`src/rtl/k_and_s_pkg.sv`:
```
// k_and_s_pkg: types and constants shared by the K&S control unit and datapath.
//   decoded_instruction_type : opcode class produced by the datapath decoder
//   ctrl_state_t             : control FSM state encoding
//   ctrl_out_t               : bundle of control strobes driven by the FSM
//   ALU_ADD/SUB/OR/AND       : ALU operation select codes
//   alu_op()                 : ALU operation for an ALU-class instruction
package k_and_s_pkg;

    typedef enum logic [3:0] {
        I_NOP    = 4'd0,
        I_LOAD   = 4'd1,
        I_STORE  = 4'd2,
        I_MOVE   = 4'd3,
        I_ADD    = 4'd4,
        I_SUB    = 4'd5,
        I_AND    = 4'd6,
        I_OR     = 4'd7,
        I_BRANCH = 4'd8,
        I_BZERO  = 4'd9,
        I_BNZERO = 4'd10,
        I_BNEG   = 4'd11,
        I_BNNEG  = 4'd12,
        I_HALT   = 4'd13
    } decoded_instruction_type;

    typedef enum logic [3:0] {
        FETCH     = 4'd0,
        FETCH_W   = 4'd1,
        DECODE    = 4'd2,
        LOAD_A    = 4'd3,
        LOAD_W    = 4'd4,
        STORE_A   = 4'd5,
        STORE_W   = 4'd6,
        ALU       = 4'd7,
        BR        = 4'd8,
        HALTED    = 4'd9,
        STEP_WAIT = 4'd10
    } ctrl_state_t;

    localparam logic [1:0] ALU_ADD = 2'b00;
    localparam logic [1:0] ALU_SUB = 2'b01;
    localparam logic [1:0] ALU_OR  = 2'b10;
    localparam logic [1:0] ALU_AND = 2'b11;

    typedef struct packed {
        logic       branch;
        logic       pc_enable;
        logic       ir_enable;
        logic       addr_sel;
        logic       c_sel;
        logic [1:0] operation;
        logic       write_reg_enable;
        logic       flags_reg_enable;
        logic       ram_write_enable;
        logic       halt;
    } ctrl_out_t;

    // MOVE is executed as OR with B forced to zero by the datapath.
    function automatic logic [1:0] alu_op(input decoded_instruction_type instr);
        case (instr)
            I_ADD:   alu_op = ALU_ADD;
            I_SUB:   alu_op = ALU_SUB;
            I_AND:   alu_op = ALU_AND;
            default: alu_op = ALU_OR;
        endcase
    endfunction

endpackage

```
`src/rtl/control_unit_branch_cond.sv`:
```
// branch_cond: combinational branch-taken evaluator.
//   instr_i : decoded instruction class
//   zero_i  : registered zero flag
//   neg_i   : registered negative flag
//   taken_o : 1 when instr_i is a branch whose condition holds (0 for non-branches)
module branch_cond
    import k_and_s_pkg::*;
(
    input  decoded_instruction_type instr_i,
    input  logic                    zero_i,
    input  logic                    neg_i,
    output logic                    taken_o
);

    always_comb begin
        taken_o = 1'b0;
        case (instr_i)
            I_BRANCH: taken_o = 1'b1;
            I_BZERO:  taken_o = zero_i;
            I_BNZERO: taken_o = ~zero_i;
            I_BNEG:   taken_o = neg_i;
            I_BNNEG:  taken_o = ~neg_i;
            default:  taken_o = 1'b0;
        endcase
    end

endmodule

```
`src/rtl/control_unit.sv`:
```
// control_unit: multi-cycle Moore FSM sequencing the K&S datapath
// (fetch, decode, execute, writeback).
//   clk, rst_n          : clock, asynchronous active-low reset
//   decoded_instruction : opcode class from the datapath
//   zero_op, neg_op     : registered flags from the datapath
//   branch, pc_enable   : PC source select / PC update strobe
//   ir_enable           : instruction register load
//   addr_sel, c_sel     : RAM address source / C-bus source
//   operation           : ALU op (00 ADD, 01 SUB, 10 OR, 11 AND)
//   write_reg_enable, flags_reg_enable, ram_write_enable : write strobes
//   halt                : processor halted
// Parameter RAM_RD_LAT (1 or 2): RAM read wait states before IR load and LOAD capture.
// Optional macro KS_SINGLE_STEP_EN adds step_req/step_wait: each finished
// instruction parks in STEP_WAIT until a rising edge of step_req.
module control_unit
    import k_and_s_pkg::*;
#(
    parameter int unsigned RAM_RD_LAT = 1
) (
    input  logic                    clk,
    input  logic                    rst_n,
    input  decoded_instruction_type decoded_instruction,
    input  logic                    zero_op,
    input  logic                    neg_op,
    output logic                    branch,
    output logic                    pc_enable,
    output logic                    ir_enable,
    output logic                    addr_sel,
    output logic                    c_sel,
    output logic [1:0]              operation,
    output logic                    write_reg_enable,
    output logic                    flags_reg_enable,
    output logic                    ram_write_enable,
    output logic                    halt
`ifdef KS_SINGLE_STEP_EN
    ,
    input  logic                    step_req,
    output logic                    step_wait
`endif
);

    localparam logic [1:0] LatLast = 2'(RAM_RD_LAT - 1);

`ifdef KS_SINGLE_STEP_EN
    localparam ctrl_state_t DoneState = STEP_WAIT;
`else
    localparam ctrl_state_t DoneState = FETCH;
`endif

    ctrl_state_t             state_q, state_d;
    decoded_instruction_type instr_q, instr_d;
    logic                    taken_q, taken_d;
    logic [1:0]              wait_q, wait_d;
    logic                    taken;
    ctrl_out_t               out_raw, out_gated;

    branch_cond u_branch_cond (
        .instr_i (decoded_instruction),
        .zero_i  (zero_op),
        .neg_i   (neg_op),
        .taken_o (taken)
    );

`ifdef KS_SINGLE_STEP_EN
    logic step_q;
    logic step_wait_raw;

    always_ff @(posedge clk or negedge rst_n) begin
        if (!rst_n) step_q <= 1'b0;
        else        step_q <= step_req;
    end
`endif

    // Next state. The instruction class and branch outcome are captured in
    // DECODE so that execute-state outputs depend on registers only.
    always_comb begin
        state_d = state_q;
        instr_d = instr_q;
        taken_d = taken_q;
        wait_d  = 2'd0;
        case (state_q)
            FETCH:   state_d = (RAM_RD_LAT > 1) ? FETCH_W : DECODE;
            FETCH_W: state_d = DECODE;
            DECODE: begin
                instr_d = decoded_instruction;
                taken_d = taken;
                case (decoded_instruction)
                    I_LOAD:                                        state_d = LOAD_A;
                    I_STORE:                                       state_d = STORE_A;
                    I_MOVE, I_ADD, I_SUB, I_AND, I_OR:             state_d = ALU;
                    I_BRANCH, I_BZERO, I_BNZERO, I_BNEG, I_BNNEG:  state_d = BR;
                    I_HALT:                                        state_d = HALTED;
                    default:                                       state_d = DoneState;
                endcase
            end
            LOAD_A: begin
                if (wait_q == LatLast) state_d = LOAD_W;
                else                   wait_d  = wait_q + 2'd1;
            end
            LOAD_W:  state_d = DoneState;
            STORE_A: state_d = STORE_W;
            STORE_W: state_d = DoneState;
            ALU:     state_d = DoneState;
            BR:      state_d = DoneState;
            HALTED:  state_d = HALTED;
`ifdef KS_SINGLE_STEP_EN
            STEP_WAIT: if (step_req && !step_q) state_d = FETCH;
`endif
            default: state_d = FETCH;
        endcase
    end

    always_ff @(posedge clk or negedge rst_n) begin
        if (!rst_n) begin
            state_q <= FETCH;
            instr_q <= I_NOP;
            taken_q <= 1'b0;
            wait_q  <= 2'd0;
        end else begin
            state_q <= state_d;
            instr_q <= instr_d;
            taken_q <= taken_d;
            wait_q  <= wait_d;
        end
    end

    // Output decode from registered state only.
    always_comb begin
        out_raw = '0;
        case (state_q)
            FETCH:   out_raw.ir_enable = (RAM_RD_LAT == 1);
            FETCH_W: out_raw.ir_enable = 1'b1;
            DECODE:  out_raw.pc_enable = 1'b1;
            LOAD_A:  out_raw.addr_sel  = 1'b1;
            LOAD_W: begin
                out_raw.addr_sel         = 1'b1;
                out_raw.c_sel            = 1'b1;
                out_raw.write_reg_enable = 1'b1;
            end
            STORE_A: out_raw.addr_sel = 1'b1;
            STORE_W: begin
                out_raw.addr_sel         = 1'b1;
                out_raw.ram_write_enable = 1'b1;
            end
            ALU: begin
                out_raw.write_reg_enable = 1'b1;
                out_raw.operation        = alu_op(instr_q);
                out_raw.flags_reg_enable = (instr_q != I_MOVE);
            end
            BR: begin
                out_raw.branch    = taken_q;
                out_raw.pc_enable = taken_q;
            end
            HALTED:  out_raw.halt = 1'b1;
            default: out_raw = '0;
        endcase
    end

    // FETCH already asserts ir_enable with a 1-cycle RAM, so the reset level
    // masks the strobes to keep everything quiet while reset is held.
    assign out_gated = rst_n ? out_raw : '0;

    assign branch           = out_gated.branch;
    assign pc_enable        = out_gated.pc_enable;
    assign ir_enable        = out_gated.ir_enable;
    assign addr_sel         = out_gated.addr_sel;
    assign c_sel            = out_gated.c_sel;
    assign operation        = out_gated.operation;
    assign write_reg_enable = out_gated.write_reg_enable;
    assign flags_reg_enable = out_gated.flags_reg_enable;
    assign ram_write_enable = out_gated.ram_write_enable;
    assign halt             = out_gated.halt;

`ifdef KS_SINGLE_STEP_EN
    assign step_wait_raw = (state_q == STEP_WAIT);
    assign step_wait     = rst_n & step_wait_raw;
`endif

endmodule
```
`config.mk`:
```
export PLATFORM = sky130hd
export DESIGN_NAME = control_unit
export DESIGN_NICKNAME = d
export VERILOG_FILES = /design/src/rtl/k_and_s_pkg.sv /design/src/rtl/control_unit_branch_cond.sv /design/src/rtl/control_unit.sv
export SDC_FILE = /design/constraint.sdc
export NUM_CORES = 1
export LEC_CHECK = 0
export BUFFER_PORTS_ARGS = -buffer_cell sky130_fd_sc_hd__buf_2
export CELL_PAD_IN_SITES_DETAIL_PLACEMENT = 1
export CELL_PAD_IN_SITES_GLOBAL_PLACEMENT = 1
export CORE_ASPECT_RATIO = 1.25
export CORE_UTILIZATION = 41
export CTS_CLUSTER_SIZE = 30
export DETAILED_ROUTE_END_ITERATION = 6
export GPL_TIMING_DRIVEN = 0
export HOLD_SLACK_MARGIN = 0.05
export MAX_ROUTING_LAYER = met4
export PLACE_DENSITY = 0.83
export SYNTH_ARGS = -nofsm -noshare
export SYNTH_HDL_FRONTEND = slang
export SYNTH_SLANG_ARGS = --single-unit
```
`constraint.sdc`:
```
create_clock -name clk -period 2 [get_ports clk]
set_input_delay 0.2 -clock clk [delete_from_list [all_inputs] [get_ports clk]]
set_output_delay 0.2 -clock clk [all_outputs]
set_load 0.05 [all_outputs]
```
==> impl_metrics.env <==
export IMPL_status="finished clean"
export IMPL_syn_area_per_cell_um2=9.20
export IMPL_stdcell_count=124
export IMPL_p_leak_nw=0.442
export IMPL_netlist_instances=82
export IMPL_reg2reg_slack_ns=0.61
export IMPL_maxCapViolCount=0
export IMPL_crit_end="operation[0]"
export IMPL_power_mw=1.21
export IMPL_rsz0062_at_grt="no"
export IMPL_maxSlewHeadroom=0.655
export IMPL_grt_pass1_wl_um=2900
export IMPL_tightest_slew_ns=0.516
export IMPL_internal_power_mw=0.646
export IMPL_core_um2=1740
export IMPL_arrival_ns=1.71
export IMPL_fmax_mhz=523
export IMPL_period_share=0.957
export IMPL_path_class="reg2out"
export IMPL_place_inst=119
export IMPL_layout_common_cells="buf_2, dfrtp_1, nor2_1"
export IMPL_yosysSeqAreaShare=0.365
export IMPL_grt_overflow=0
export IMPL_final_cell_area_um2=916
export IMPL_p_clk_frac=0.131
export IMPL_timing_rr_end="instr_q[1]"
export IMPL_grt_pass1_vias=699
export IMPL_dp_hpwl_um=1390
export IMPL_firstDrtPassIters=1
export IMPL_rows=17
export IMPL_use_met1=0.241
export IMPL_ys_ff_latch=11
export IMPL_drive_gt1_frac=0.371
export IMPL_synth_nets=92
export IMPL_cts_setup_buffers=0
export IMPL_netSwitchingPower_mw=0.561
export IMPL_via_per_inst=5.37
export IMPL_grt_max_degree=12
export IMPL_ys_warn_count=0
export IMPL_place_gp_congestion=0.809
export IMPL_hold_viol=0
export IMPL_met3_usage=0.0405
export IMPL_max_vdd_ir_drop_mv=0.641
export IMPL_layout_commonest_cell="buf_2"
export IMPL_combPwrFrac=0.557
export IMPL_clk_pin_slew_ns=0.09
export IMPL_r2r_cells=3
export IMPL_cts_buffers=3
export IMPL_powerDensity_nw_per_um2=1320
export IMPL_fin_worst_skew_ns=0.0116
export IMPL_drc=0
export IMPL_num_io_pins=19
export IMPL_vias=666
export IMPL_use_met2=0.362
export IMPL_final_setup_viol_count=0
export IMPL_fp_dieW_um=40.4
export IMPL_holdCritPathClass="in2reg"
export IMPL_clock_latency_ns=0.27
export IMPL_switching_share=0.465
export IMPL_synth_area_um2=754
export IMPL_antenna_left=0
export IMPL_first_iter_violations=0
export IMPL_port_buffers=18
export IMPL_busiest_layer="met2"
export IMPL_maxSlewViolCount=0
export IMPL_placed_area_um2=878
export IMPL_cp_max_fo=10
export IMPL_setup_tns_ns=0
export IMPL_seqPwrFrac=0.312
export IMPL_h_tree_depth=1
export IMPL_cts_tree="yes"
export IMPL_critPathRequiredTime_ns=1.80
export IMPL_die_y_um=50.0
export IMPL_end_kind="output pin"
export IMPL_n_antenna_cell=0
export IMPL_num_fill_cells=210
export IMPL_clk_path_buf_depth=2
export IMPL_wl_per_cell_um=14.1
export IMPL_track_usage=0.212
export IMPL_min_period_ns=1.91
export IMPL_utilization=0.525
export IMPL_yosysUniqueCellTypes=35
export IMPL_startpoint_type="flop"
export IMPL_syn2layout_area_growth_pct=21.4
export IMPL_die_area_um2=2020
export IMPL_cp_startpoint="state_q[3]"
export IMPL_r2r_start="state_q[0]"
export IMPL_final_nets=116
export IMPL_antenna_found_initial=0
export IMPL_start_util=0.433
export IMPL_synth_edf_count=0
export IMPL_synthFlopType="dfrtp_1"
export IMPL_wirelength_um=1750
export IMPL_cts_root_buf="clkbuf_4"
export IMPL_cts_sinks=11
export IMPL_synthArstFlopShare=1.00
synthesized netlist by cell type, drive strengths merged (2+ instances only):
master | instances | area, um2
nor2b | 5 | 31.3
ha | 2 | 25.0
inv | 4 | 15.0
nor3 | 6 | 46.3
or2 | 2 | 15.0
a21oi | 4 | 20.0
a31oi | 2 | 12.5
dfrtp | 11 | 275
o21ai | 6 | 30.0
nand2 | 3 | 11.3
nand2b | 3 | 21.3
nor4b | 2 | 17.5
buf | 4 | 28.8
mux2 | 4 | 45.0
nor2 | 10 | 37.5
power groups by stage:
| stage | combinational, mW | clock (mW) | sequential [mW] |
|---|---|---|---|
| 2_1_floorplan | 0.547 | 0 | 0.362 |
| 3_3_place_gp | 0.655 | 0 | 0.374 |
| 3_5_place_dp | 0.680 | 0 | 0.381 |
| 4_1_cts | 0.686 | 0.161 | 0.377 |
| 5_1_grt | 0.745 | 0.173 | 0.388 |
| 6_report | 0.672 | 0.158 | 0.377 |
layout make-up:
cell class,count,area [um2],share of cell area
Clock inverter,1,5.00,0.00546
Clock buffer,3,22.5,0.0246
Sequential cell,11,275,0.301
Timing Repair Buffer,19,100,0.109
Tap cell,19,23.8,0.0260
Multi-Input combinational cell,63,445,0.486
Inverter,4,15.0,0.0164
Buffer,4,28.8,0.0314
per-stage QoR:
step / hold slack (ns) / setup slack (ns)
global route: 0.248 / 0.0146
detailed placement: 0.121 / 0.385
finish: 0.234 / 0.0865
global placement: 0.119 / 0.408
floorplan: -0.0956 / 0.0440
CTS: 0.231 / 0.0707
per-layer routing:
layer,up-vias,share of wire,wire [um]
met2,11,0.55,955
li1,333,-,-
met1,322,0.43,751
met5,-,0,0
met4,0,0,0
met3,0,0.024,42
worst max-delay path, cell delays in order, from the launching register on:
cell and delay (ns):
dfrtp_1 0.42, buf_6 0.16, nand3b_4 0.16, or2_4 0.26, nor3_2 0.16, buf_2 0.28
repair_timing:
item / 4_1_cts / 5_1_grt
resized for setup: 0 / 0
endpoints found under the hold margin: 11 / 0
hold buffers: 1 / 0
flip-flops by register name, summed over array words and instances (netlist names):
name	flops
instr_q	4
state_q	4
wait_q	2
taken_q	1
worst min path at each step:
stage                       to                    from  cells after the start
floorplan           instr_q[0]                   rst_n                      0
global placement     wait_q[0]                   rst_n                      1
detailed placement   wait_q[0]                   rst_n                      1
CTS                 instr_q[0]  decoded_instruction[0]                      2
global route        instr_q[0]  decoded_instruction[0]                      2
finish              instr_q[0]  decoded_instruction[0]                      2
cell families after synthesis:
group                      after synthesis  share of synthesized area
and+or+nand+nor                         36                      0.305
AOI/OAI and AO/OA                       19                      0.156
DFF                                     11                      0.365
buffers and inverters                    8                     0.0580
muxes                                    4                     0.0597
xor gates and xnor gates                 2                     0.0232
adders and majority gates                2                     0.0332
(Power assumes the default switching activity.)
